$ cat src/rtl/scp_key_pkg.sv
// scp_key_pkg: key codes, FSM state encodings and key-code helper for scp_key_conditioner
package scp_key_pkg;
  localparam logic [1:0] KEY_NONE = 2'b00;
  localparam logic [1:0] KEY_G = 2'b01;
  localparam logic [1:0] KEY_Y = 2'b10;
  localparam logic [1:0] KEY_R = 2'b11;
  localparam logic [1:0] ST_STARTUP = 2'd0;
  localparam logic [1:0] ST_IDLE = 2'd1;
  localparam logic [1:0] ST_HELD = 2'd2;
  function automatic logic [1:0] key_of(input logic [2:0] k);
    return k[0] ? KEY_G : k[1] ? KEY_Y : k[2] ? KEY_R : KEY_NONE;
  endfunction
endpackage

$ cat src/rtl/scp_debounce.sv
// scp_debounce: 2-FF synchroniser, consecutive-sample debounce and rising-edge detect
module scp_debounce #(
  parameter int DEBOUNCE_CYCLES = 4,
  parameter int CNT_W = 20
) (
  input  logic clk,
  input  logic rst,
  input  logic raw_i,
  output logic stable_o,
  output logic rise_o
);
  localparam logic [CNT_W-1:0] LAST = CNT_W'(DEBOUNCE_CYCLES - 1);
  logic s1_q, s2_q, stable_q, stable_d, stable_p_q, differ, flip;
  logic [CNT_W-1:0] cnt_q, cnt_d;
  always_comb begin
    differ = s2_q != stable_q;
    flip = differ && cnt_q == LAST;
    cnt_d = differ && !flip ? cnt_q + CNT_W'(1) : '0;
    stable_d = flip ? s2_q : stable_q;
  end
  always_ff @(posedge clk) begin
    if (rst) begin
      s1_q <= 1'b0;
      s2_q <= 1'b0;
      stable_q <= 1'b0;
      stable_p_q <= 1'b0;
      cnt_q <= '0;
    end else begin
      s1_q <= raw_i;
      s2_q <= s1_q;
      stable_q <= stable_d;
      stable_p_q <= stable_q;
      cnt_q <= cnt_d;
    end
  end
  assign stable_o = stable_q;
  assign rise_o = stable_q & ~stable_p_q;
endmodule

$ cat src/rtl/scp_key_conditioner.sv
// scp_key_conditioner: debounced, chord-rejecting g/y/r key pulse generator with press counter
module scp_key_conditioner
  import scp_key_pkg::*;
#(
  parameter int DEBOUNCE_CYCLES = 4,
  parameter int CNT_W = 20
) (
  input  logic       clk,
  input  logic       rst,
  input  logic       g_raw,
  input  logic       y_raw,
  input  logic       r_raw,
  output logic       g_p,
  output logic       y_p,
  output logic       r_p,
  output logic       key_valid,
  output logic [1:0] key_code,
  output logic       multi_err,
  output logic [7:0] press_cnt
);
  localparam logic [CNT_W-1:0] BOOT_LAST = CNT_W'(DEBOUNCE_CYCLES + 2);
  logic [2:0] raw, stable, rise, key_q, key_d;
  logic [1:0] st_q, st_d;
  logic [CNT_W-1:0] boot_q, boot_d;
  logic [7:0] cnt_q, cnt_d;
  logic err_q, err_d, one;
  assign raw = {r_raw, y_raw, g_raw};
  for (genvar i = 0; i < 3; i++) begin : g_db
    scp_debounce #(
      .DEBOUNCE_CYCLES(DEBOUNCE_CYCLES),
      .CNT_W(CNT_W)
    ) u_db (
      .clk(clk),
      .rst(rst),
      .raw_i(raw[i]),
      .stable_o(stable[i]),
      .rise_o(rise[i])
    );
  end
  assign one = rise != 3'b000 && (rise & (rise - 3'd1)) == 3'b000;
  always_comb begin
    st_d = st_q;
    boot_d = boot_q;
    key_d = 3'b000;
    err_d = 1'b0;
    cnt_d = cnt_q;
    if (st_q == ST_STARTUP) begin
      boot_d = boot_q + CNT_W'(1);
      st_d = boot_q == BOOT_LAST ? ST_HELD : ST_STARTUP;
    end else if (st_q == ST_IDLE) begin
      key_d = one ? rise : 3'b000;
      err_d = |rise && !one;
      cnt_d = cnt_q + {7'd0, one};
      st_d = |rise ? ST_HELD : ST_IDLE;
    end else begin
      err_d = |rise;
      st_d = |stable ? ST_HELD : ST_IDLE;
    end
  end
  always_ff @(posedge clk) begin
    if (rst) begin
      st_q <= ST_STARTUP;
      boot_q <= '0;
      key_q <= 3'b000;
      err_q <= 1'b0;
      cnt_q <= 8'd0;
    end else begin
      st_q <= st_d;
      boot_q <= boot_d;
      key_q <= key_d;
      err_q <= err_d;
      cnt_q <= cnt_d;
    end
  end
  assign g_p = key_q[0];
  assign y_p = key_q[1];
  assign r_p = key_q[2];
  assign key_valid = |key_q;
  assign key_code = key_of(key_q);
  assign multi_err = err_q;
  assign press_cnt = cnt_q;
endmodule

$ cat config.mk
export PLATFORM = sky130hd
export DESIGN_NAME = scp_key_conditioner
export DESIGN_NICKNAME = d
export VERILOG_FILES = /design/src/rtl/scp_key_pkg.sv /design/src/rtl/scp_debounce.sv /design/src/rtl/scp_key_conditioner.sv
export SDC_FILE = /design/constraint.sdc
export NUM_CORES = 1
export LEC_CHECK = 0
export BUFFER_PORTS_ARGS = -buffer_cell sky130_fd_sc_hd__buf_2
export CAP_MARGIN = 20
export CORE_AREA = 3 3 97 99
export CTS_BUF_LIST = sky130_fd_sc_hd__clkbuf_8
export CTS_CLUSTER_DIAMETER = 200
export DETAILED_ROUTE_END_ITERATION = 6
export DIE_AREA = 0 0 100 102
export HOLD_SLACK_MARGIN = 0.15
export PLACE_DENSITY = 0.72
export SETUP_SLACK_MARGIN = 0.2
export SYNTH_ARGS = -nofsm -noshare
export SYNTH_HDL_FRONTEND = slang
export SYNTH_SLANG_ARGS = --single-unit
$ cat constraint.sdc
create_clock -name clk -period 5.6 [get_ports clk]
set_input_delay 0.28 -clock clk [delete_from_list [all_inputs] [get_ports clk]]
set_output_delay 0.28 -clock clk [all_outputs]
set_load 0.05 [all_outputs]
**Word level (Yosys, flattened, before mapping)**

Index checks and enable logic that the tools add are counted.

- Register bits after elaboration: 106
- Input bits: 5
- Output and inout bits: 15
- Word-level logic and storage cells: 80

- Add/sub/neg operators: 6
- Equal/unequal tests: 8
- Muxes and demuxes: 9
- Bitwise gates (word level): 13
- Reduce and logical (&&, ||, !) cells: 24

Operator list:

| cell | count |
|---|---|
| adder 20 x 1 -> 20 bit, second input constant | 4 |
| equality test 20 x 2 -> 1 bit, second input constant | 3 |
| equality test 20 x 3 -> 1 bit, second input constant | 1 |
| 2-to-1 mux 2 bit | 8 |
| NOT 1 bit | 9 |
| OR reduction 3 bit | 3 |
| adder 8 x 1 -> 8 bit | 1 |
| logical AND 1 bit | 8 |
| OR reduction 2 bit | 4 |
| zero test 1 bit | 4 |
| OR reduction 4 bit | 1 |
| AND 1 bit | 3 |
| AND 3 bit | 1 |
| zero test 3 bit | 1 |
| != test 1 bit | 3 |
| nonzero test 3 bit | 1 |
| subtractor 3 x 1 -> 3 bit, second input constant | 1 |
| equality test 2 x 1 -> 1 bit, second input constant | 1 |
| zero test 2 bit | 1 |
| AND reduction 2 bit | 1 |
| 2-to-1 mux 1 bit | 1 |

**Logic depth before layout (Yosys ltp)**

- Word-level depth: 9
- Mapped depth: 8
- Gate-level depth less buffers: 8

**By module**

From an unflattened synthesis, not the netlist that was laid out.

- Cell total of the unflattened synthesis: 534
- Area, all modules: 4,704.5 µm²

Modules (own cells, without submodules):

| module | instances | cells each | area an instance (µm²) | sequential area each (µm²) |
|---|---|---|---|---|
| scp_debounce | 3 | 117 | 1,042.2 | 480.5 |
| scp_key_conditioner | 1 | 183 | 1,577.8 | 680.7 |

**Worst setup path before layout**

No wires, ideal clock.

- Kind: flip-flop to flip-flop
- Start point: register g_db[0].u_db.cnt_q[0]
- End point: register g_db[0].u_db.cnt_q[10]
- Library setup time: 0.128 ns
- Data arrival time: 1.686 ns
- Data required time: 5.472 ns
- Setup slack: 3.787 ns
- Stages on the path, launching flop included: 7
- Path buffers: 1
- Clock period less this slack: 1.813 ns
- Cell sequence: dfxtp_1 > ha_1 > nor4b_1 > nand2_1 > o21ai_1 > clkbuf_1 > nor2_1

- Word-level cells in the longest chain between the ends: 6
- Elaborated cells on any way between the ends: 7
- Classes of those cells: 1 x add/sub; 1 x eq/ne; 1 x bitwise; 4 x reduce/logical

RTL lines:

| element | line | text |
|---|---|---|
| from (decl) | scp_debounce.sv:14 | `logic [CNT_W-1:0] cnt_q, cnt_d;` |
| from (signal assigned) | scp_debounce.sv:33 | `cnt_q <= cnt_d;` |
| parallel branches: the longest is 6 deep, another holds adder 20 x 1 -> 20 bit | n/a |  |

Several ways; the timed one is not identified.
A chain may end at the register's enable or synchronous reset.

**Worst setup path in the final report**

- Start point: register g_db[2].u_db.cnt_q[0]
- End point: register g_db[2].u_db.cnt_q[8]

- Word-level cells in the longest chain between the ends: 6
- Elaborated cells on any way between the ends: 7
- Classes of those cells: 1 x add/sub; 1 x eq/ne; 1 x bitwise; 4 x reduce/logical

RTL lines:

| element | line |
|---|---|
| from (decl) | scp_debounce.sv:14 |
| from (signal assigned) | scp_debounce.sv:33 |
| parallel branches: the longest is 6 deep, another holds adder 20 x 1 -> 20 bit | n/a |

Several ways; the timed one is not identified.

==> out/metrics.yaml <==
place.gp.congestion: 0.853
p_leak_nw: 1.80
die_x_um: 100
num-nets-final: 574
p_clk_share_pct: 34.7
crit_required_ns: 5.81
tns_ns: 0
max-vdd-ir-drop_mv: 0.177
clkSinkCount: 106
core.rowCount: 34
dieHeight_um: 102
io_pins: 20
relSlewSlack_pct: 31.6
synth.yosys.seq_area_share_pct: 44.7
synthFlopType: "dfxtp_1"
syn_to_final_growth_pct: 8.30
synth_seq_cells: 106
finalHoldViolCount: 0
htree_levels: 3
crit_chain: "ha_1 > nor4b_1 > nand3_1 > o21ai_1 > nor2_1"
cts_tree: "done"
vias: 3787
finalSetupViolations: 0
fp.dieArea_um2: 10200
slew_violations: 0
track_usage_pct: 17.8
final_cell_mix: "dfxtp_1, nor2_1, xnor2_1"
clk_latency_ns: 0.36
synth_top_area_share_pct: 44.7
switching_share_pct: 22.1
clk_pin_slew_worst_paths_ns: 0.10
rsz0062_at_grt: "no"
slowest_stage: "o21ai_1"
core_um2: 8640
drtAntennaViolNets: 0
synthTopCellsByArea: "dfxtp_1, xnor2_1, nor2_1"
critPathMaxFanout: 15
grt_max_degree: 53
synth_top_cell_by_area: "dfxtp_1"
drive_gt1_share_pct: 8.47
drc_errors: 0
fin_crit_sh_pct: 39.7
cts_setup_buffers: 0
drt_iter0_drc: 78
ys_warn_count: 0
synth_area_um2: 4750
overflow: 0
crit_type: "flip-flop to flip-flop"
cap_violations: 0
grt_pass1_vias: 3448
synth-async-reset-ratio_pct: 0
wire_per_inst_um: 12.8
comb_power_share_pct: 1.9
viasPerCell: 5.61
start_util_pct: 55.0
syn_nets: 555
clock.fmax_ghz: 0.450
cpPeakStageDelay_ns: 0.84
utilization_pct: 59.5
synthCells: 543
antenna_found_initial: 0
cp-end-kind: "flip-flop"
grt_pass1_wl_um: 15100
cts-buffers-inserted: 9
dp_hpwl_um: 6090
clk_root_buffer_cell: "clkbuf_8"
skew_ns: 0.00899
avgSynthCellArea_um2: 8.74
arrival_ns: 2.44
fillers: 788
portBuffers: 19
p_switching_w: 0.000267
dr.pass1.iters: 4
antennaDiodeCount: 0
synth_cell_types: 47
layout_commonest_cell: "dfxtp_1"
p_int_w: 0.000939
power_frac_seq_pct: 63.4
clk_path_buf_depth: 2
status: "completed"
worst_pin_slew_ns: 1.02
powerDensity_nw_per_um2: 235
synth_enable_flop_cells: 0
period_minus_slack_ns: 2.22
drt_wl_total_um: 8630
startpoint_type: "flip-flop"
hold_path.class: "flip-flop to flip-flop"
-- per-layer routing --
layer  up-vias  share of wire (%)  global-route usage [%]
li1       1959                  -                       -
met5         -                  0                       0
met2        50                 47                    29.6
met3        10                3.0                    3.62
met4         0                1.1                    6.53
met1      1768                 49                    23.1
-- timing repair --
item                                   in CTS  in global routing
endpoints found under the hold margin       3                  0
gates resized for setup                     0                  0
hold buffers                                3                  0
-- through the flow --
step	setup slack, ns	hold WS (ns)	power (W)	cell area (µm²)	cells
final	3.38	0.424	0.00121	5140	675
after global placement	3.37	0.415	0.000802	4910	654
after floorplan	3.79	0.399	0.000797	4750	543
after global routing	3.11	0.437	0.00125	5140	675
after CTS	3.37	0.425	0.00122	5140	675
after detailed placement	3.40	0.419	0.000804	4940	656
-- registers in the layout (all words and copies together), names as in the netlist --
register	flops
g_db.u_db.cnt_q	60
boot_q	20
press_cnt	8
g_db.u_db.s1_q	3
g_db.u_db.s2_q	3
g_db.u_db.stable_o	3
g_db.u_db.stable_p_q	3
key_q	3
st_q	2
multi_err	1
-- worst paths after layout --
check                                     start                                to  slack, ns  cells after the start
max            g_db[2].u_db.cnt_q[0]$_SDFF_PP0_  g_db[2].u_db.cnt_q[8]$_SDFF_PP0_       3.38                      5
min          g_db[2].u_db.stable_p_q$_SDFF_PP0_               key_q[2]$_SDFF_PP0_       0.42                      1
max reg2reg    g_db[2].u_db.cnt_q[0]$_SDFF_PP0_  g_db[2].u_db.cnt_q[8]$_SDFF_PP0_       3.38                      5
min reg2reg  g_db[2].u_db.stable_p_q$_SDFF_PP0_               key_q[2]$_SDFF_PP0_       0.42                      1
-- layout make-up --
class / instances / area (µm²) / area share, %
well taps: 108 / 135 / 2.63
inverters: 13 / 48.8 / 0.949
clock inverters: 6 / 35.0 / 0.682
multi-input cells: 408 / 2510 / 48.9
flip-flops and latches: 106 / 2120 / 41.3
repair buffers: 24 / 148 / 2.87
clock buffers: 10 / 138 / 2.68
-- logic make-up (layout without fill, tap and decap cells) --
kind of cell,count (synthesis),in the layout,synth area share [%]
simple gates,283,283,32.6
flops,106,106,44.7
xor+xnor,60,60,11.1
compound gates,55,55,6.83
buf+inv,29,53,2.32
fa+ha+maj,8,8,2.06
mux,2,2,0.422
-- worst max-delay path, delay by kind of cell, from the launching register on --
family,cells,cell delay [ns]
adders and majority gates,1,0.25
DFF,1,0.37
and+or+nand+nor,3,0.62
AOI/OAI and AO/OA,1,0.84
-- cells in the mapped netlist, types with 4 or more instances --
cell,number
and3_1,10
a21oi_1,20
nor4_1,24
inv_1,13
nor2_1,88
nand4_2,4
ha_1,7
nor2b_1,13
or4_1,5
or3_1,12
nand4_1,20
nand2_1,27
o21ai_0,18
nor3_1,20
a211oi_1,4
clkbuf_1,12
xor2_1,18
dfxtp_1,106
nor3b_1,4
xnor2_1,42
nand3_1,30
-- power by group through the flow --
stage | Sequential, W | Clock [W] | Combinational (W)
finish | 0.000764 | 0.000418 | 0.0000233
detailed placement | 0.000782 | 0 | 0.0000220
global placement | 0.000781 | 0 | 0.0000209
CTS | 0.000764 | 0.000432 | 0.0000236
global route | 0.000765 | 0.000459 | 0.0000271
floorplan | 0.000780 | 0 | 0.0000165
(Power assumes the default switching activity.)
